`config.mk`:
```
export PLATFORM = sky130hd
export DESIGN_NAME = scroll_controller
export DESIGN_NICKNAME = d
export VERILOG_FILES = /design/src/rtl/scroll_pkg.sv /design/src/rtl/scroll_tick_gen.sv /design/src/rtl/scroll_controller.sv
export SDC_FILE = /design/constraint.sdc
export NUM_CORES = 1
export LEC_CHECK = 0
export CORE_ASPECT_RATIO = 1.25
export CORE_MARGIN = 2
export CORE_UTILIZATION = 45
export CTS_BUF_LIST = sky130_fd_sc_hd__clkbuf_8 sky130_fd_sc_hd__clkbuf_16
export DETAILED_ROUTE_END_ITERATION = 12
export PLACE_DENSITY = 0.76
export SLEW_MARGIN = 20
export SYNTH_ARGS = -nofsm -noshare
export SYNTH_HDL_FRONTEND = slang
export SYNTH_SLANG_ARGS = --single-unit
```
`constraint.sdc`:
```
create_clock -name clk -period 1.9 [get_ports clk]
set_clock_uncertainty 0.05 [all_clocks]
set_input_delay 0.285 -clock clk [delete_from_list [all_inputs] [get_ports clk]]
set_output_delay 0.285 -clock clk [all_outputs]
set_load 0.02 [all_outputs]
```
`src/rtl/scroll_pkg.sv`:
```
// Shared types and helpers for the scrolling-display sequencer.
package scroll_pkg;

    typedef enum logic [1:0] {
        DEF_DISP = 2'd0,
        PROG     = 2'd1,
        DISPLAY  = 2'd2
    } scroll_state_t;

    localparam int unsigned NIB_PER_WORD = 4;
    localparam int unsigned LED_W        = 16;

    // Thermometer code: bit i set for every i below n, saturating at LED_W ones.
    function automatic logic [LED_W-1:0] thermo16(input int unsigned n);
        logic [LED_W-1:0] t;
        t = '0;
        for (int unsigned i = 0; i < LED_W; i++) begin
            t[i] = (i < n);
        end
        return t;
    endfunction

endpackage

```
`src/rtl/scroll_tick_gen.sv`:
```
// Mod-M free-running counter; o_max_tick marks the last count of each period.
module scroll_tick_gen #(
    parameter int unsigned M = 100_000_000
) (
    input  logic clk,
    input  logic reset,
    input  logic i_clr,
    output logic o_max_tick
);

    localparam int unsigned CW = (M > 1) ? $clog2(M) : 1;

    logic [CW-1:0] r_count;

    always_ff @(posedge clk) begin
        if (reset || i_clr) begin
            r_count <= '0;
        end else if (r_count == CW'(M - 1)) begin
            r_count <= '0;
        end else begin
            r_count <= r_count + CW'(1);
        end
    end

    assign o_max_tick = (r_count == CW'(M - 1));

endmodule

```
`src/rtl/scroll_controller.sv`:
```
// Sequencer owning the message BRAM: records switch words while programming and
// paces nibble reads into the display shift register otherwise.
module scroll_controller
    import scroll_pkg::*;
#(
    parameter int unsigned DEPTH_W = 4,
    parameter int unsigned TICK_M  = 100_000_000,
    parameter int unsigned RD_LAT  = 1
) (
    input  logic                 clk,
    input  logic                 reset,
    input  logic                 prog,
    input  logic                 enter_tick,
    input  logic [15:0]          sw,
    output logic                 wr_en,
    output logic [DEPTH_W-1:0]   wr_addr,
    output logic [15:0]          wr_data,
    output logic                 rd_en,
    output logic [DEPTH_W+1:0]   rd_addr,
    input  logic [3:0]           rd_data,
    output logic                 shift_en,
    output logic [3:0]           shift_nibble,
    output logic [DEPTH_W:0]     msg_len,
    output logic [15:0]          led
);

    localparam int unsigned AW    = DEPTH_W + 2;
    localparam int unsigned LW    = DEPTH_W + 1;
    localparam int unsigned LIM_W = DEPTH_W + 3;
    localparam int unsigned CAP   = 2 ** DEPTH_W;

    if ((TICK_M <= RD_LAT + 1) || (RD_LAT < 1)) begin : g_param_chk
        $error("scroll_controller: need RD_LAT >= 1 and TICK_M > RD_LAT+1");
    end

    scroll_state_t        r_state;
    logic                 r_entry;
    logic [DEPTH_W-1:0]   r_wr_ptr;
    logic [LW-1:0]        r_msg_len;
    logic                 r_wr_en;
    logic [DEPTH_W-1:0]   r_wr_addr;
    logic [15:0]          r_wr_data;
    logic [AW-1:0]        r_rd_ptr;
    logic [RD_LAT-1:0]    r_rd_vld;
    logic                 r_shift_en;
    logic [3:0]           r_shift_nibble;

    logic                 w_leave;
    logic                 w_wr_ok;
    logic [LW-1:0]        w_msg_len_nxt;
    logic [LIM_W-1:0]     w_lim;
    logic [AW-1:0]        w_rd_last;
    logic                 w_tick;
    logic                 w_rd_en;

    // Any state change this cycle; used to restart pacing and flush reads.
    always_comb begin
        w_leave       = (r_state == PROG) ? !prog : prog;
        w_wr_ok       = (r_state == PROG) && enter_tick && (r_msg_len < LW'(CAP));
        w_msg_len_nxt = w_wr_ok ? (r_msg_len + LW'(1)) : r_msg_len;
        w_lim         = (r_state == DEF_DISP) ? LIM_W'(CAP * NIB_PER_WORD)
                                              : {r_msg_len, 2'b00};
        w_rd_last     = AW'(w_lim - LIM_W'(1));
    end

    // Counter held clear through the entry cycle so the first tick lands TICK_M after entry.
    scroll_tick_gen #(
        .M (TICK_M)
    ) u_tick (
        .clk        (clk),
        .reset      (reset),
        .i_clr      (r_entry || w_leave || (r_state == PROG)),
        .o_max_tick (w_tick)
    );

    assign w_rd_en = w_tick && (r_state != PROG);

    always_ff @(posedge clk) begin
        if (reset) begin
            r_state        <= DEF_DISP;
            r_entry        <= 1'b1;
            r_wr_ptr       <= '0;
            r_msg_len      <= '0;
            r_wr_en        <= 1'b0;
            r_wr_addr      <= '0;
            r_wr_data      <= '0;
            r_rd_ptr       <= '0;
            r_rd_vld       <= '0;
            r_shift_en     <= 1'b0;
            r_shift_nibble <= '0;
        end else begin
            r_wr_en    <= 1'b0;
            r_shift_en <= 1'b0;
            r_entry    <= w_leave;

            case (r_state)
                DEF_DISP, DISPLAY: begin
                    if (prog) begin
                        r_state   <= PROG;
                        r_wr_ptr  <= '0;
                        r_msg_len <= '0;
                    end
                end
                PROG: begin
                    // A write coinciding with prog falling still lands before exit.
                    if (w_wr_ok) begin
                        r_wr_en   <= 1'b1;
                        r_wr_addr <= r_wr_ptr;
                        r_wr_data <= sw;
                        r_wr_ptr  <= r_wr_ptr + DEPTH_W'(1);
                        r_msg_len <= w_msg_len_nxt;
                    end
                    if (!prog) begin
                        r_state <= (w_msg_len_nxt != '0) ? DISPLAY : DEF_DISP;
                    end
                end
                default: r_state <= DEF_DISP;
            endcase

            if (w_leave) begin
                r_rd_ptr <= '0;
                r_rd_vld <= '0;
            end else begin
                if (w_rd_en) begin
                    r_rd_ptr <= (r_rd_ptr == w_rd_last) ? '0 : (r_rd_ptr + AW'(1));
                end
                r_rd_vld[0] <= w_rd_en;
                for (int unsigned i = 1; i < RD_LAT; i++) begin
                    r_rd_vld[i] <= r_rd_vld[i-1];
                end
                if (r_rd_vld[RD_LAT-1]) begin
                    r_shift_en     <= 1'b1;
                    r_shift_nibble <= rd_data;
                end
            end
        end
    end

    assign wr_en        = r_wr_en;
    assign wr_addr      = r_wr_addr;
    assign wr_data      = r_wr_data;
    assign rd_en        = w_rd_en;
    assign rd_addr      = r_rd_ptr;
    assign shift_en     = r_shift_en;
    assign shift_nibble = r_shift_nibble;
    assign msg_len      = r_msg_len;
    assign led          = (r_state == PROG) ? thermo16(32'(r_msg_len)) : '0;

endmodule

```
**Word level (Yosys, flattened, before mapping)**

Cells that the tools add are included.

- Add/subtract/negate cells: 5
- $lt $le $gt $ge: 17
- Equality and inequality tests: 8
- Mux-type cells: 17
- Bitwise logic cells: 2
- Reduce and logical (&&, ||, !) cells: 18

Operators by type and width:

| operator | number |
|---|---|
| less-than comparator 4 x 5 -> 1 bit, first input constant | 8 |
| adder 27 x 1 -> 27 bit, second input constant | 1 |
| == test 27 bit, second input constant | 1 |
| less-than comparator 3 x 5 -> 1 bit, first input constant | 4 |
| two-way mux 16 bit | 1 |
| two-way mux 5 bit | 3 |
| two-way mux 6 bit | 2 |
| less-than comparator 1 x 5 -> 1 bit, first input constant | 2 |
| less-than comparator 2 x 5 -> 1 bit, first input constant | 2 |
| case mux 5 bit (2 select lines) | 1 |
| two-way mux 4 bit | 2 |
| case mux 4 bit (2 select lines) | 1 |
| OR reduction 2 bit | 4 |
| adder 6 x 1 -> 6 bit, second input constant | 1 |
| == test 6 bit | 1 |
| two-way mux 2 bit | 3 |
| inequality test 2 bit, second input constant | 3 |
| AND reduction 2 bit | 3 |
| subtractor 6 x 1 -> 6 bit, second input constant | 1 |
| adder 5 x 1 -> 5 bit, second input constant | 1 |
| less-than comparator 5 bit, second input constant | 1 |
| nonzero test 5 bit | 1 |
| adder 4 x 1 -> 4 bit, second input constant | 1 |
| case mux 2 bit (2 select lines) | 1 |
| 11 further kinds | 18 |

- Bits in registers: 72
- Bits of input ports: 24
- Output and inout bits: 54
- Logic and storage cells: 79

**Logic depth before layout (Yosys ltp)**

Gate-level depths: netlist of the first run.

- Depth after elaboration: 8
- Gate-level depth with buffers: 8
- Gate-level depth less buffers: 6

**By module**

A second synthesis of the first run with hierarchy kept.

- Cell total of the unflattened synthesis: 429
- Area total of the unflattened synthesis: 3550.9 um^2

By module, submodules not included:

| module | times used | cells each | area each (um^2) | sequential area each (um^2) |
|---|---|---|---|---|
| scroll_controller | 1 | 272 | 2140.8 | 900.9 |
| scroll_tick_gen | 1 | 157 | 1410.1 | 540.5 |

**Worst setup path after synthesis of the first run**

OpenSTA, ideal clock, no wires.

- Path kind: register to register
- Start: register u_tick.r_count[0]
- End: register r_rd_ptr[3] (netlist: rd_addr[3])
- Library setup time: 0.127 ns
- Data arrival time: 2.068 ns
- Data required time: 1.723 ns
- Setup slack: -0.345 ns
- Cell stages (with the launch flop): 7
- Path buffers: 0
- Clock period less this slack: 2.245 ns
- Cell sequence: dfxtp_1 -> ha_1 -> and4_1 -> nand2_1 -> nor4_1 -> a31o_2 -> a22oi_1

- Longest elaborated chain between the ends: 2

RTL lines:

| what | line | RTL |
|---|---|---|
| from (decl) | scroll_tick_gen.sv:13 | `logic [CW-1:0] r_count;` |
| from (signal assigned) | scroll_tick_gen.sv:21 | `r_count <= r_count + CW'(1);` |
| == test 27 bit | scroll_tick_gen.sv:25 | `assign o_max_tick = (r_count == CW'(M - 1));` |
| logical AND 1 bit | scroll_controller.sv:76 | `assign w_rd_en = w_tick && (r_state != PROG);` |
| named net rd_en | scroll_controller.sv:18 | `output logic rd_en,` |
| to (signal assigned) | scroll_controller.sv:125 | `r_rd_ptr <= (r_rd_ptr == w_rd_last) ? '0 : (r_rd_ptr + AW'(1));` |
| to (decl) | scroll_controller.sv:43 | `logic [AW-1:0] r_rd_ptr;` |

The timed path passes the listed nets, and every way through them passes these cells.
A chain may end at the register's enable or synchronous reset.

**Worst setup path after layout of the first run**

- Start: register u_tick.r_count[1]
- End: output rd_en

- Longest elaborated chain between the ends: 2

RTL lines:

| what | line |
|---|---|
| == test 27 bit | scroll_tick_gen.sv:25 |
| logical AND 1 bit | scroll_controller.sv:76 |
| to (decl) | scroll_controller.sv:18 |

Every way passes these cells.

==> summary.txt, run 1 <==
Floorplan
  – DIE AREA: between 0.007 and 0.008 mm^2
  – Chip Height: 99.41 um
  – Io pins: 78
  – Rows: 34
  – Die width: 80.33 um
  – Initial Util: 0.4668
  – Core area: 0.007019 mm^2

Cells and area
  – Final core occ: 0.6973
  – Nets@finish: ~570
  – Final Cell Area: 0.004895 mm^2
  – FILL cells: about 560
  – Antenna diodes: 0
  – Share of layout cells above drive strength 1: 0.2335
  – Synth-to-Final Area Change: 49.37%
  – Finished Layout Cells: approximately 630

Power and ir drop
  – Combinational cell fraction of total power: 0.083
  – Leak: 0.001925 uW
  – Sequential share of power: 0.518
  – NetSw: 710.0 uW
  – Worst VDD drop: 0.0004714 V
  – PwrDens: 606.8 mW/mm^2
  – Clk pwr share: 0.399
  – Total power: 2970 uW
  – Switching Fraction: 0.2390
  – Int Pwr: around 2300 uW

Worst hold path
  – Hold-critical path depth: 2
  – Hold WC Path Type: register to register
  – Worst hold endpoint: wr_data[1]
  – HP Start: wr_data[1]

Route
  – DR pass1 iterations: 5
  – DRT iter0 DRCs: 167
  – DRC viols: 0
  – Routed wire length: about 8700 um
  – Drt wl/cell: 13.67 um
  – Vias per inst: 5.265
  – Via count: 3338
  – Post-route ant nets: 0

Global routing
  – First-pass GRT wire length: 13910 um
  – Largest net degree at the start of global routing: 32
  – Initial antenna violation count: 0
  – Vias in the first global route: 3161
  – Grt ovf: 0
  – Total track usage: 0.2176

Worst setup path
  – Crit path max fanout: 2
  – R2r endpoint: rd_addr[3]
  – CP Class: register to output port
  – Crit end category: output port
  – Reg-to-reg slack, setup: about 0.02 ns
  – Reg2reg path depth: 6
  – R2R Path Start: u_tick.r_count[10]
  – Critical path arrival: 1.64 ns
  – Startpoint Class: register
  – Required @ worst endpoint: 1.56 ns

STA
  – Slew @ Worst Pin: between 0.4 and 0.5 ns
  – RSZ-0062 raised after global routing: yes
  – Max Clk Rate: approximately 0.51 GHz
  – Final Worst Setup Slack: -0.07446 ns
  – Clock period minus worst slack: ~2.0 ns
  – Slew headroom: 0.7092
  – Tcrit/Tclk final: 1.039
  – Final setup vio count: 1
  – Final hold vios: 0
  – Max-slew violations: 0

Synth
  – Register area share after synthesis: 0.4399
  – Register bit total from synthesis: 72
  – Adder-cell area share of the yosys netlist: 0.01527
  – Post-synth EDFFs: 0
  – Main flop type after synthesis: dfxtp_1
  – Xor and xnor area share after synthesis: 0.09393
  – Mux cell area share after synthesis: 0.006109
  – Compound-Gate Fraction of Synth Area: 0.1180
  – YS warnings: 0
  – Post-synth cell types: 47
  – Mapped Area: 0.003277 mm^2
  – Synth top area cells: dfxtp_1 44%, nand2_1 7.1%, a21oi_1 6.4%
  – Mapped Cells: 401
  – Async set or reset register ratio after synthesis: 0
  – Synth area leader: dfxtp_1
  – Main combinational cell family by area after synthesis: simple AND/OR/NAND/NOR gates
  – Share of the synthesized area in the top cell type: 0.4399
  – Syn Nets: 429
  – Mean Syn Cell Area: between 8 and 9 um^2
  – Synth Area in Simple Gates: 0.2883

Outcome
  – Failing checks: setup timing
  – Outcome: finished, violations left

Placement
  – Dpl cell area: 0.004632 mm^2
  – Dpl cells: approximately 600
  – Port Buffer Count: 77
  – Placed wire-length estimate: 6059 um
  – Routability cong.: 0.8263

Job
  – Max-Cap Viols: 0

CTS
  – CTS clock-pin slew for the worst setup and hold paths: 0.08 ns
  – CTS tree: built
  – Clock root cell: clkbuf_8
  – Clock buffer depth: 2
  – H-tree levels: 3
  – Clock Sink Count: 72
  – Clock buffers created by TritonCTS: 9
  – Worst skew pair latency: 0.34 ns
worst max path at each step:
| stage | cells past startpoint | end | from | slack (ns) |
|---|---|---|---|---|
| after CTS | 5 | rd_en | u_tick.r_count[1] | -0.07 |
| after detailed placement | 6 | u_tick.r_count[4] | prog | -0.16 |
| after global placement | 4 | rd_en | u_tick.r_count[25] | -0.13 |
| after global routing | 5 | rd_en | u_tick.r_count[1] | -0.11 |
| final | 5 | rd_en | u_tick.r_count[1] | -0.07 |
| after floorplan | 7 | rd_addr[3] | u_tick.r_count[1] | -0.005 |
sequential cells by signal, summed over array words and instances (netlist names):
name and flops:
r_wr_ptr 4, shift_nibble 4, rd_addr 6, msg_len 5, r_rd_vld 1, r_entry 1
wr_en 1, shift_en 1, u_tick.r_count 27, r_state 2, wr_addr 4, wr_data 16
cells in the mapped netlist, types with 2 or more instances:
master    number
a21oi_1       42
a22oi_1        2
and2_1         2
and3_1         8
and4_1         5
buf_1          3
buf_2          2
buf_6          2
clkbuf_1      15
dfxtp_1       72
ha_1           4
inv_1          7
mux2i_1        2
nand2_1       62
nand2b_1       2
nand3_1       22
nand4_1       10
nor2_1        54
nor2b_1        2
nor3_1         3
nor4_1         8
nor4bb_1       2
o211a_1        2
o21ai_0        9
o31ai_1        4
or3_1          4
xnor2_1        9
xor2_1        23
per-layer routing:
layer  track usage  up-vias  share of wire
met5             0        -              0
met4       0.08996        0          0.022
met3       0.03721       18          0.042
met2        0.3962       97           0.53
met1        0.2464     1558           0.41
li1              -     1665              -
power groups by stage:
| stage | clock, uW | combinational (uW) | sequential [uW] |
|---|---|---|---|
| final | 1190 | 247 | 1540 |
| after floorplan | 0 | 93.5 | 1590 |
| after CTS | 1200 | 244 | 1540 |
| after global placement | 0 | 238 | 1570 |
| after detailed placement | 0 | 240 | 1570 |
| after global routing | 1280 | 267 | 1540 |
what timing repair did:
action                     in CTS  in global routing
pin swaps                       1                  8
setup endpoints to repair      24                 46
buffers inserted                1                  3
gates resized for setup        58                 22
hold buffers                    0                  0
metrics by stage:
step                hold slack (ns)  worst slack (ns)    TNS, ns
floorplan                    0.3135         -0.005274  -0.005274
global placement             0.3908           -0.1292     -3.106
detailed placement           0.3955           -0.1599     -4.166
CTS                          0.4067          -0.07051    -0.1845
global route                 0.4305           -0.1143    -0.4228
finish                       0.4044          -0.07446   -0.07446
cell type report:
| cell class | instances | area, um^2 | share of cell area |
|---|---|---|---|
| Multi-Input combinational cell | 300 | 1798 | 0.3673 |
| Sequential cell | 72 | 1460 | 0.2983 |
| Timing Repair Buffer | 149 | 1301 | 0.2658 |
| Clock buffer | 9 | 123.9 | 0.02531 |
| Tap cell | 90 | 112.6 | 0.02301 |
| Clock inverter | 7 | 72.57 | 0.01483 |
| Inverter | 7 | 26.28 | 0.005368 |
critical path, cell delays in order, from the launching register on:
cell and delay, ns:
dfxtp_2 0.36, ha_4 0.13, and4_1 0.21, nand2_2 0.09, nor4_4 0.32, buf_4 0.19
cells by family after synthesis:
kind of cell               count (synthesis)
and+or+nand+nor                          194
DFF                                       72
xor gates and xnor gates                  33
adders and majority gates                  4
AOI/OAI and AO/OA                         67
buffers and inverters                     29
muxes                                      2
placed cells by master, fill, tap and decap left out, types with 2 or more instances in the layout:
cell type,Yosys,final
dfxtp_2,0,9
xnor2_1,9,9
nand4_1,10,10
xor2_1,23,23
inv_1,7,8
and4_1,5,5
o211a_1,2,2
o21ai_1,0,2
nand3_1,22,22
nand2_2,1,2
nand2b_1,2,2
and3_1,8,8
buf_2,2,6
clkdlybuf4s50_1,0,59
ha_1,4,3
buf_6,2,2
a22oi_1,2,2
or3_1,4,3
clkdlybuf4s15_2,0,5
nor4_1,8,6
nor3_1,3,3
dfxtp_4,0,2
dlygate4sd2_1,0,3
nor2b_1,2,2
a21oi_1,42,41
dfxtp_1,72,61
o31ai_1,4,3
mux2i_1,2,2
o21ai_0,9,7
and2_1,2,2
buf_4,0,70
clkinv_4,0,2
clkdlybuf4s15_1,0,3
nand2_1,62,61
clkbuf_8,0,9
nor2_1,54,53
(Power assumes the default switching activity.)
==> run 2: changes to the inputs <==
--- a/config.mk
+++ b/config.mk
@@ -6,7 +6,7 @@
 export NUM_CORES = 1
 export LEC_CHECK = 0
 export CORE_ASPECT_RATIO = 1.25
-export CORE_MARGIN = 2
+export CORE_MARGIN = 5
 export CORE_UTILIZATION = 45
 export CTS_BUF_LIST = sky130_fd_sc_hd__clkbuf_8 sky130_fd_sc_hd__clkbuf_16
 export DETAILED_ROUTE_END_ITERATION = 12
@@ -15,3 +15,4 @@
 export SYNTH_ARGS = -nofsm -noshare
 export SYNTH_HDL_FRONTEND = slang
 export SYNTH_SLANG_ARGS = --single-unit
+export TNS_END_PERCENT = 10
==> summary.txt, run 2 (synthesis results as in run 1) <==
Outcome
  – Outcome: finished, violations left (unchanged)
  – Failing checks: setup timing (unchanged)

Power and ir drop
  – Worst VDD drop: 0.0004894 V (was 0.0004714 V)
  – PwrDens: 643.1 mW/mm^2 (was 606.8 mW/mm^2)
  – Leak: 0.001949 uW (was 0.001925 uW)

CTS
  – Clock root cell: clkbuf_8 (unchanged)
  – CTS clock-pin slew for the worst setup and hold paths: 0.08 ns (about the same)
  – Clock Sink Count: 72 (unchanged)
  – CTS hold repair buffers: 0 (unchanged)
  – Worst skew pair latency: 0.35 ns (was 0.34 ns)
  – Clock buffers created by TritonCTS: 9 (unchanged)
  – Clock buffer depth: 2 (unchanged)
  – CTS tree: built (unchanged)
  – H-tree levels: 3 (unchanged)

Placement
  – Dpl cell area: 0.004639 mm^2 (was 0.004632 mm^2)
  – Port Buffer Count: 77 (unchanged)
  – Routability cong.: 0.8567 (was 0.8263)
  – Placed wire-length estimate: 6485 um (was 6059 um)
  – Place WS: -0.1638 ns (was -0.1599 ns)

Cells and area
  – Antenna diodes: 0 (unchanged)
  – Max reg flops: 27 (unchanged)
  – Synth-to-Final Area Change: 49.79% (was 49.37%)
  – Register Area: 0.001461 mm^2 (was 0.001460 mm^2)
  – Commonest cells after routing, fill and taps aside: 73 x buf_4, 62 x dfxtp_1, 61 x nand2_1, 57 x clkdlybuf4s50_1, 54 x nor2_1 (was 70 x buf_4, 61 x nand2_1, 61 x dfxtp_1, 59 x clkdlybuf4s50_1, 53 x nor2_1)
  – Largest reg by FF count: u_tick.r_count (unchanged)
  – Commonest non-fill, non-tap cell in the layout: buf_4 (unchanged)
  – Nets@finish: 568 (was 567)
  – FILL cells: 549 (was 555)
  – Multi-input gate area: 0.001793 mm^2 (was 0.001798 mm^2)
  – Final Cell Area: 0.004908 mm^2 (was 0.004895 mm^2)
  – Share of layout cells above drive strength 1: 0.2385 (was 0.2335)

Global routing
  – Initial antenna violation count: 0 (unchanged)
  – Vias in the first global route: 3228 (was 3161)
  – First-pass GRT wire length: 14530 um (was 13910 um)
  – Grt ovf: 0 (unchanged)
  – Total track usage: 0.1945 (was 0.2176)
  – Largest net degree at the start of global routing: 32 (unchanged)

Floorplan
  – Die width: 86.33 um (was 80.33 um)
  – Rows: 34 (unchanged)
  – Core area: 0.007019 mm^2 (unchanged)
  – Io pins: 78 (unchanged)
  – DIE AREA: 0.009099 mm^2 (was 0.007985 mm^2)
  – Chip Height: 105.4 um (was 99.41 um)
  – Initial Util: 0.4668 (unchanged)

Job
  – Max-Cap Viols: 0 (unchanged)

STA
  – RSZ-0062 raised after global routing: yes (unchanged)
  – Clock period minus worst slack: 1.955 ns (was 1.974 ns)
  – Tcrit/Tclk final: 1.029 (was 1.039)
  – Final hold vios: 0 (unchanged)
  – Max Clk Rate: 0.5114 GHz (was 0.5065 GHz)
  – Slew @ Worst Pin: 0.3911 ns (was 0.4321 ns)
  – Final Worst Setup Slack: -0.05540 ns (was -0.07446 ns)
  – Final setup vio count: 2 (was 1)
  – Slew headroom: 0.7383 (was 0.7092)
  – Max-slew violations: 0 (unchanged)

Route
  – Routed wire length: 8660 um (was 8667 um)
  – DRC viols: 0 (unchanged)
  – Via count: 3314 (was 3338)
  – DR pass1 iterations: 4 (was 5)
  – Drt wl/cell: 13.64 um (was 13.67 um)
  – Vias per inst: 5.219 (was 5.265)
  – DRT iter0 DRCs: 106 (was 167)
  – Post-route ant nets: 0 (unchanged)

Worst setup path
  – Startpoint Class: register (unchanged)
  – CP Cell Sequence: ha_4 > and4_1 > nand2_2 > nor4_4 > buf_4 (unchanged)
  – Required @ worst endpoint: 1.56 ns (about the same)
  – Worst path slowest cell: dfxtp_2 (unchanged)
  – R2R Path Start: u_tick.r_count[10] (unchanged)
  – CP Class: register to output port (unchanged)
  – Slowest stage delay, CP: 0.36 ns (about the same)
  – Critical path arrival: 1.62 ns (was 1.64 ns)
  – Crit path max fanout: 2 (unchanged)
  – Crit end category: output port (unchanged)
  – Critical Path Start: u_tick.r_count[1] (unchanged)

Worst hold path
  – HP Start: wr_data[4] (was wr_data[1])
  – Hold WC Path Type: register to register (unchanged)
run 2: what timing repair did:
item                       4_1_cts  5_1_grt
hold endpoints to repair         0        0
setup endpoints to repair       26       44
pin swaps                        0        5
resized for setup               53       22
setup buffers                    0        3
run 2: stage by stage:
stage                     setup TNS [ns]  utilization  hold WS, ns  std cells  total power, uW
final                           -0.07357       0.6993       0.4067        635             3156
after global routing             -0.4172       0.6993       0.4237        635             3286
after CTS                        -0.3184       0.6934       0.4091        632             3183
after detailed placement          -4.115       0.6610       0.3977        616             1818
after global placement            -3.174       0.6610       0.3919        616             1815
after floorplan                 -0.03128            -       0.3135        401             1684
run 2: where the power goes:
part           internal [uW]  switching [uW]
Clock                    782             593
Sequential              1520            13.0
Combinational            127             118
Total                   2430             724
run 2: final timing paths:
kind	endpoint	slack (ns)	depth (start not counted)
setup / recovery	rd_en	-0.06	5
hold reg to reg	wr_data[4]	0.41	2
setup reg to reg	rd_addr[3]	-0.02	6
hold / removal	wr_data[4]	0.41	2
run 2: cell type report:
class / count / share of cell area
clock buffer: 10 / 0.02804
clock inverter: 6 / 0.01835
inverter: 7 / 0.005353
multi-input combinational: 300 / 0.3653
sequential: 72 / 0.2977
tap: 90 / 0.02294
timing repair buffer: 150 / 0.2623
run 2: critical path, delay by kind of cell, from the launching register on:
family | cells | cell delay [ns]
buffers and inverters | 1 | 0.19
AND/OR/NAND/NOR | 3 | 0.60
flip-flops | 1 | 0.36
adder cells (fa/ha/maj) | 1 | 0.13
run 2: metal layers:
metal / part of all wire / vias to the layer above / global-route usage / wire, um
li1: - / 1662 / - / -
met1: 0.41 / 1557 / 0.2171 / 3536
met2: 0.53 / 81 / 0.3556 / 4547
met3: 0.049 / 14 / 0.03981 / 424
met4: 0.017 / 0 / 0.07350 / 151
met5: 0 / - / 0 / 0
==> run 3: changes to the inputs <==
--- a/config.mk
+++ b/config.mk
@@ -5,11 +5,13 @@
 export SDC_FILE = /design/constraint.sdc
 export NUM_CORES = 1
 export LEC_CHECK = 0
+export ABC_CLOCK_PERIOD_IN_PS = 1750
 export CORE_ASPECT_RATIO = 1.25
 export CORE_MARGIN = 5
 export CORE_UTILIZATION = 45
 export CTS_BUF_LIST = sky130_fd_sc_hd__clkbuf_8 sky130_fd_sc_hd__clkbuf_16
 export DETAILED_ROUTE_END_ITERATION = 12
+export GPL_ROUTABILITY_DRIVEN = 1
 export PLACE_DENSITY = 0.76
 export SLEW_MARGIN = 20
 export SYNTH_ARGS = -nofsm -noshare
==> constraint.sdc (replaced) <==
create_clock -name clk -period 1.75 [get_ports clk]
set_clock_uncertainty 0.05 [all_clocks]
set_input_delay 0.2625 -clock clk [delete_from_list [all_inputs] [get_ports clk]]
set_output_delay 0.2625 -clock clk [all_outputs]
set_load 0.02 [all_outputs]
==> summary.txt, run 3 (synthesis results as in run 1) <==
Outcome
  – Outcome: finished, violations left (unchanged)
  – Failing checks: setup timing (unchanged)

Worst setup path
  – R2R Path Start: u_tick.r_count[19] (was u_tick.r_count[10])
  – Reg-to-reg slack, setup: -0.21 ns (was -0.02 ns)
  – Startpoint Class: register (unchanged)
  – Crit end category: output port (unchanged)
  – Crit path max fanout: 2 (unchanged)
  – Reg2reg path depth: 6 (unchanged)
  – Required @ worst endpoint: 1.44 ns (was 1.56 ns)
  – CP Class: register to output port (unchanged)
  – Critical path arrival: 1.66 ns (was 1.62 ns)
  – R2r endpoint: rd_addr[4] (was rd_addr[3])

Route
  – DRT iter0 DRCs: 169 (was 106)
  – Drt wl/cell: 14.09 um (was 13.64 um)
  – DR pass1 iterations: 4 (unchanged)
  – Vias per inst: 5.229 (was 5.219)
  – DRC viols: 0 (unchanged)
  – Post-route ant nets: 0 (unchanged)
  – Routed wire length: 9047 um (was 8660 um)
  – Via count: 3357 (was 3314)

STA
  – Final setup vio count: 38 (was 2)
  – Clock period minus worst slack: ~2 ns
  – WHS: 0.3989 ns (was 0.4067 ns)
  – Tcrit/Tclk final: 1.129
  – Final Worst Setup Slack: -0.2256 ns (was -0.05540 ns)
  – Max Clk Rate: a little over 0.5 GHz
  – RSZ-0062 raised after global routing: yes (unchanged)
  – Final hold vios: 0 (unchanged)
  – Slew @ Worst Pin: 0.3829 ns (was 0.3911 ns)
  – Slew headroom: 0.7444 (was 0.7383)
  – Max-slew violations: 0 (unchanged)

Floorplan
  – Initial Util: 0.4668 (unchanged)
  – Chip Height: 105.4 um (unchanged)
  – Io pins: 78 (unchanged)
  – Core area: 0.007019 mm^2 (unchanged)
  – DIE AREA: 0.009099 mm^2 (unchanged)
  – Rows: 34 (unchanged)
  – Die width: 86.33 um (unchanged)

Placement
  – Port Buffer Count: 77 (unchanged)
  – Placed wire-length estimate: 6456 um (was 6485 um)
  – Dpl cells: 622 (was 616)
  – Dpl cell area: 0.004706 mm^2 (was 0.004639 mm^2)
  – Routability cong.: 0.8308 (was 0.8567)
  – Place WS: -0.3844 ns (was -0.1638 ns)

Cells and area
  – Final core occ: 0.7132 (was 0.6993)
  – Largest reg by FF count: u_tick.r_count (unchanged)
  – Share of layout cells above drive strength 1: 0.2663 (was 0.2385)
  – Max reg flops: 27 (unchanged)
  – Final Cell Area: 0.005006 mm^2 (was 0.004908 mm^2)
  – Finished Layout Cells: 642 (was 635)
  – Antenna diodes: 0 (unchanged)
  – Nets@finish: 575 (was 568)
  – Commonest non-fill, non-tap cell in the layout: buf_4 (unchanged)
  – Commonest cells after routing, fill and taps aside: 80 x buf_4, 62 x dfxtp_1, 61 x nand2_1, 53 x nor2_1, 49 x clkdlybuf4s50_1 (was 73 x buf_4, 62 x dfxtp_1, 61 x nand2_1, 57 x clkdlybuf4s50_1, 54 x nor2_1)
  – Synth-to-Final Area Change: 52.77% (was 49.79%)

Global routing
  – Vias in the first global route: 3335 (was 3228)
  – Total track usage: 0.2006 (was 0.1945)
  – Largest net degree at the start of global routing: 32 (unchanged)
  – First-pass GRT wire length: 14980 um (was 14530 um)
  – Grt ovf: 0 (unchanged)
  – Initial antenna violation count: 0 (unchanged)

Worst hold path
  – Hold WC Path Type: primary input to register (was register to register)
  – Hold-critical path depth: 3 (was 2)
  – Worst hold endpoint: wr_data[4] (unchanged)
  – HP Start: sw[4] (was wr_data[4])

Power and ir drop
  – Switching Fraction: 0.2515 (was 0.2294)
  – Leak: 0.002100 uW (was 0.001949 uW)
  – PwrDens: 658.7 mW/mm^2 (was 643.1 mW/mm^2)
  – Int Pwr: 2468 uW (was 2432 uW)
  – Combinational cell fraction of total power: 0.084 (was 0.078)
  – Clk pwr share: 0.411 (was 0.436)
  – NetSw: 829.5 uW (was 724.2 uW)
  – Worst VDD drop: 0.0004312 V (was 0.0004894 V)
  – Sequential share of power: 0.505 (was 0.487)

CTS
  – CTS clock-pin slew for the worst setup and hold paths: 0.09 ns (was 0.08 ns)
  – Clock Sink Count: 72 (unchanged)
  – Worst skew pair latency: 0.35 ns (about the same)
  – Clock buffer depth: 2 (unchanged)
  – Clock buffers created by TritonCTS: 9 (unchanged)
  – Clock root cell: clkbuf_8 (unchanged)
  – CTS hold repair buffers: 0 (unchanged)
  – CTS tree: built (unchanged)
  – H-tree levels: 3 (unchanged)

Job
  – Max-Cap Viols: 0 (unchanged)
[run 3: cell types whose count changed in the layout (fill, tap and decap cells not counted), sizes merged]
| cell | delta |
|---|---|
| bufinv | -1 |
| clkinv | +4 |
| dlygate4sd2 | +3 |
| clkdlybuf4s15 | -5 |
| clkdlybuf4s50 | -8 |
| clkbuf | -3 |
| dlymetal6s2s | +3 |
| inv | -1 |
| buf | +16 |
| clkinvlp | -1 |
[run 3: final cells by class]
type                            instances  area (um^2)
Inverter                                7        26.28
Clock buffer                            9        123.9
Multi-Input combinational cell        300         1863
Clock inverter                          7        81.33
Sequential cell                        72         1464
Fill cell                             538         2013
Timing Repair Buffer                  157         1335
Tap cell                               90        112.6
[run 3: worst max-delay path by stage]
stage                                   from            endpoint  slack (ns)  cells past startpoint
after floorplan            u_tick.r_count[1]          rd_addr[3]       -0.10                      7
final                     u_tick.r_count[19]               rd_en       -0.23                      4
after detailed placement                prog  u_tick.r_count[10]       -0.38                      6
after global placement                  prog  u_tick.r_count[26]       -0.34                      6
after CTS                 u_tick.r_count[10]               rd_en       -0.20                      4
after global routing      u_tick.r_count[19]               rd_en       -0.30                      4
[run 3: through the flow]
stage          setup TNS [ns]  power, uW
3_3_place_gp           -11.14       1971
2_1_floorplan          -1.440       1829
3_5_place_dp           -12.21       1975
5_1_grt                -8.037       3422
6_report               -3.146       3298
4_1_cts                -3.231       3320
[run 3: what timing repair did]
action | 4_1_cts | 5_1_grt
gates resized for setup | 81 | 39
pin swaps | 5 | 3
setup buffers | 4 | 0
cloned | 0 | 0
setup endpoints to repair | 60 | 56
[run 3: routing by layer]
metal | routed length, um | GRT usage | vias to the layer above
met5 | 0 | 0 | -
met2 | 4816 | 0.3621 | 67
met3 | 406 | 0.04684 | 13
met1 | 3697 | 0.2269 | 1605
met4 | 127 | 0.07016 | 0
li1 | - | - | 1672
[run 3: critical path, stage by stage (launching register included)]
cell and delay, ns:
dfxtp_2 0.33, nor4_2 0.29, nand2_1 0.17, nor4_4 0.33, buf_4 0.20
[run 3: power groups by stage]
stage	logic, uW	clock network [uW]	registers, uW
finish	276	1360	1670
global route	298	1460	1670
floorplan	102	0	1730
CTS	272	1380	1670
global placement	262	0	1710
detailed placement	266	0	1710
==> RTL edit 1 (config.mk and constraints of run 2) <==
Set the parameter `RD_LAT` to 2 (it was 1).
--- a/src/rtl/scroll_controller.sv
+++ b/src/rtl/scroll_controller.sv
@@ -7,3 +7,3 @@
     parameter int unsigned TICK_M  = 100_000_000,
-    parameter int unsigned RD_LAT  = 1
+    parameter int unsigned RD_LAT  = 2
 ) (
Function: no difference found for any inputs over 10 cycles, from zero or initial values and one cycle with reset high; that may be too few to reach the edited logic, so the function may still have changed.
==> RTL edit 1 against run 2 <==
The run still ends with negative setup slack left; sequential cell count increased by 1; area after synthesis decreased by 0.38%; non-clock buffer count down 1; total power is 0.16% lower; combinational power is 4% lower; cell area fell by 0.20%; wire length increased by 6.2%; worst setup slack got worse by 0.21 ns; count of clock-buffer cells in the layout decreased by 1.
==> RTL edit 1: results <==
set metrics [dict create \
    status "complete, but fails checks" \
    violations "negative setup slack" \
    wl_per_cell_um 14.5 \
    p_leak_uw 0.00190 \
    finalSetupViolations 29 \
    hpwl_um 6630 \
    setup_tns_ns -1.73 \
    grt_pass1_wl_um 14800 \
    crit_fanout 6 \
    place_area_um2 4640 \
    ys_types 48 \
    cp_slowest_cell "or4_4" \
    synth_common_cells "dfxtp_1 (73), nand2_1 (66), nor2_1 (53)" \
    preCtsSetupSlack_ns -0.382 \
    gp_congestion 0.822 \
    r2r_end "rd_addr[5]" \
    vias 3285 \
    layout.nets 567 \
    startpoint "u_tick.r_count[12]" \
    synthTopCellsByArea "dfxtp_1 (45%), nand2_1 (7.6%), a21oi_1 (6.4%)" \
    fin_ws_ns -0.270 \
    grt_usage_pct 19.9 \
    ir_drop_mv 0.517 \
    end_kind "flip-flop" \
    syn_nets 426 \
    relSlewSlack_pct 65.0 \
    ys_seq_area_share_pct 44.8 \
    cp.arrival_ns 2.41 \
]
RTL edit 1: cell type report:
| class | instances | area, um2 |
|---|---|---|
| timing repair buffer | 149 | 1270 |
| clock buffer | 9 | 124 |
| clock inverter | 7 | 103 |
| multi-input combinational | 295 | 1780 |
| fill | 560 | 2120 |
| inverter | 11 | 41.3 |
| sequential | 73 | 1470 |
| tap | 90 | 113 |
RTL edit 1: repair_timing:
action                     4_1_cts  5_1_grt
setup buffers                    0        3
setup endpoints to repair       53       51
gates resized for setup         50       34
hold buffers                     0        0
pin swaps                        3        1
RTL edit 1: kinds of logic (layout without fill, tap and decap cells):
kind of cell	after synthesis	count (layout)	share of synthesized area, %
fa+ha+maj	4	4	1.53
mux	1	1	0.307
buf+inv	30	176	3.53
compound gates	69	69	12.6
xor+xnor	31	31	8.32
simple gates	190	190	29.0
flops	73	73	44.8
RTL edit 1: how the worst min path moves through the flow:
| stage | startpoint | endpoint | slack, ns | depth (start not counted) |
|---|---|---|---|---|
| 2_1_floorplan | prog | r_state[1] | 0.31 | 1 |
| 3_3_place_gp | wr_addr[3] | wr_addr[3] | 0.39 | 2 |
| 3_5_place_dp | wr_data[3] | wr_data[3] | 0.40 | 2 |
| 4_1_cts | wr_data[3] | wr_data[3] | 0.41 | 2 |
| 5_1_grt | wr_data[13] | wr_data[13] | 0.43 | 2 |
| 6_report | wr_data[3] | wr_data[3] | 0.41 | 2 |
RTL edit 1: worst reg2reg max path, cell delays in order, from the launching register on:
cell and delay (ns):
dfxtp_1 0.32, or4_4 0.54, nor4_4 0.33, nand3_4 0.12
buf_4 0.15, buf_6 0.12, or3_1 0.34, a21oi_1 0.14
RTL edit 1: power by group:
group,internal [uW],switching (uW)
Clock,754,606
Combinational,117,117
Sequential,1550,12.3
RTL edit 1: layer usage:
| metal | part of all wire, % | wire [um] | GRT usage [%] |
|---|---|---|---|
| met5 | 0 | 0 | 0 |
| met4 | 3.2 | 291 | 10.2 |
| met2 | 51 | 4670 | 35.2 |
| met1 | 41 | 3770 | 22.2 |
| met3 | 5.1 | 467 | 4.29 |
RTL edit 1: per-stage QoR:
step           power (uW)  std cells
2_1_floorplan        1700        398
3_3_place_gp         1820        615
3_5_place_dp         1820        615
4_1_cts              3180        631
5_1_grt              3270        634
6_report             3150        634
==> RTL edit 2 (config.mk and constraints of run 2) <==
Made on the original files. The 3 states of `scroll_state_t` get a one-hot encoding in 3 bits.
--- a/src/rtl/scroll_pkg.sv
+++ b/src/rtl/scroll_pkg.sv
@@ -3,6 +3,6 @@
 
-    typedef enum logic [1:0] {
-        DEF_DISP = 2'd0,
-        PROG     = 2'd1,
-        DISPLAY  = 2'd2
+    typedef enum logic [2:0] {
+        DEF_DISP = 3'b001,
+        PROG     = 3'b010,
+        DISPLAY  = 3'b100
     } scroll_state_t;
Check against the original RTL: no difference found for any inputs over 10 cycles, from zero or initial values and one cycle with reset high; not proved beyond that.
==> RTL edit 2 against run 2 <==
Total power is 2.8% lower; synthesized cell count is 7.0% higher; via count is 5.9% higher; sequential share of layout area is 1.7 points lower; area after synthesis is 6.5% higher; critical path type unchanged; die area is 5.8% higher; count of clock-buffer cells in the layout stayed put; wire length is 9.5% higher; sequential cell count is 1 higher; first-iteration DRC count is 32% higher; register-to-register slack worse by 0.02 ns; the flow still finishes with violations (negative setup slack); cell area is 7.0% higher; worst setup slack worse by 0.045 ns; critical path depth stayed put.
==> RTL edit 2: results <==
set metrics [dict create \
    ys_types 54 \
    ir_drop_mv 0.398 \
    hold_slack_ns 0.406 \
    cp.arrival_ns 1.67 \
    cp_slowest_cell "or3b_4" \
    grt_pass1_wl_um 14800 \
    crit_fanout 7 \
    p_int_uw 2400 \
    rr_worst_depth 7 \
    startpoint "r_state[0]" \
    layout.nets 596 \
    synthXorXnorAreaFrac_pct 7.53 \
    fin_ws_ns -0.101 \
    grt_usage_pct 19.4 \
    drtIter0Drc 140 \
    placedCellCount 649 \
    violations "negative setup slack" \
    gp_congestion 0.860 \
    grt_pass1_vias 3397 \
    place_area_um2 4880 \
    status "complete, but fails checks" \
    syn_nets 457 \
    finalSetupViolations 11 \
    yosys.area_share.adder_pct 1.43 \
    synth-compound-area-share_pct 13.9 \
    synth_common_cells "dfxtp_1 (73), nand2_1 (64), nor2_1 (51)" \
    vias_per_cell 5.25 \
    p_leak_uw 0.00198 \
    min-delay-start "wr_data[8]" \
    rrSetupSlack_ns -0.04 \
    synth_cells 429 \
]
[RTL edit 2: how the worst min path moves through the flow]
stage / to / cells past startpoint
global placement: wr_data[14] / 2
detailed placement: wr_data[14] / 2
global route: wr_data[14] / 2
finish: wr_data[8] / 2
CTS: wr_data[14] / 2
floorplan: u_tick.r_count[0] / 1
[RTL edit 2: routing by layer]
metal  wire [um]  track usage, %
met1        3640            21.3
met2        5110            35.2
met3         528            3.81
met4         205            8.64
met5           0               0
[RTL edit 2: layout make-up]
| class | count | area [um2] |
|---|---|---|
| fill | 600 | 2450 |
| multi-input combinational | 323 | 2060 |
| sequential | 73 | 1470 |
| timing repair buffer | 153 | 1350 |
| clock buffer | 10 | 138 |
| tap | 95 | 119 |
| clock inverter | 6 | 82.6 |
| inverter | 8 | 30.0 |
[RTL edit 2: power groups by stage]
stage	Clock, uW	Combinational (uW)	Sequential [uW]
CTS	1370	176	1540
floorplan	0	72.8	1580
detailed placement	0	174	1580
global placement	0	172	1580
finish	1350	180	1540
global route	1440	195	1540
[RTL edit 2: cells by family (layout without fill, tap and decap cells)]
family,Yosys count,in the layout
adders and majority gates,4,4
buffers and inverters,33,177
and+or+nand+nor,208,208
muxes,1,1
xor gates and xnor gates,30,30
DFF,73,73
AOI/OAI and AO/OA,80,80
[RTL edit 2: critical path: cells and delay by family (launching register included)]
kind                   cells  cell delay [ns]
DFF                        1             0.33
AOI/OAI and AO/OA          2             0.29
and+or+nand+nor            2             0.57
buffers and inverters      1             0.13
[RTL edit 2: timing repair]
| action | in CTS | in global routing |
|---|---|---|
| gates resized for setup | 87 | 35 |
| setup buffers | 1 | 2 |
| endpoints found under the setup margin | 29 | 34 |
| endpoints found under the hold margin | 0 | 0 |
| pin swaps | 6 | 13 |
| cloned | 0 | 0 |
[RTL edit 2: stage by stage]
step	worst slack, ns	utilization (%)
after floorplan	-0.0171	-
after global placement	-0.282	63.4
after detailed placement	-0.300	63.4
after CTS	-0.108	66.4
after global routing	-0.173	68.2
final	-0.101	68.2
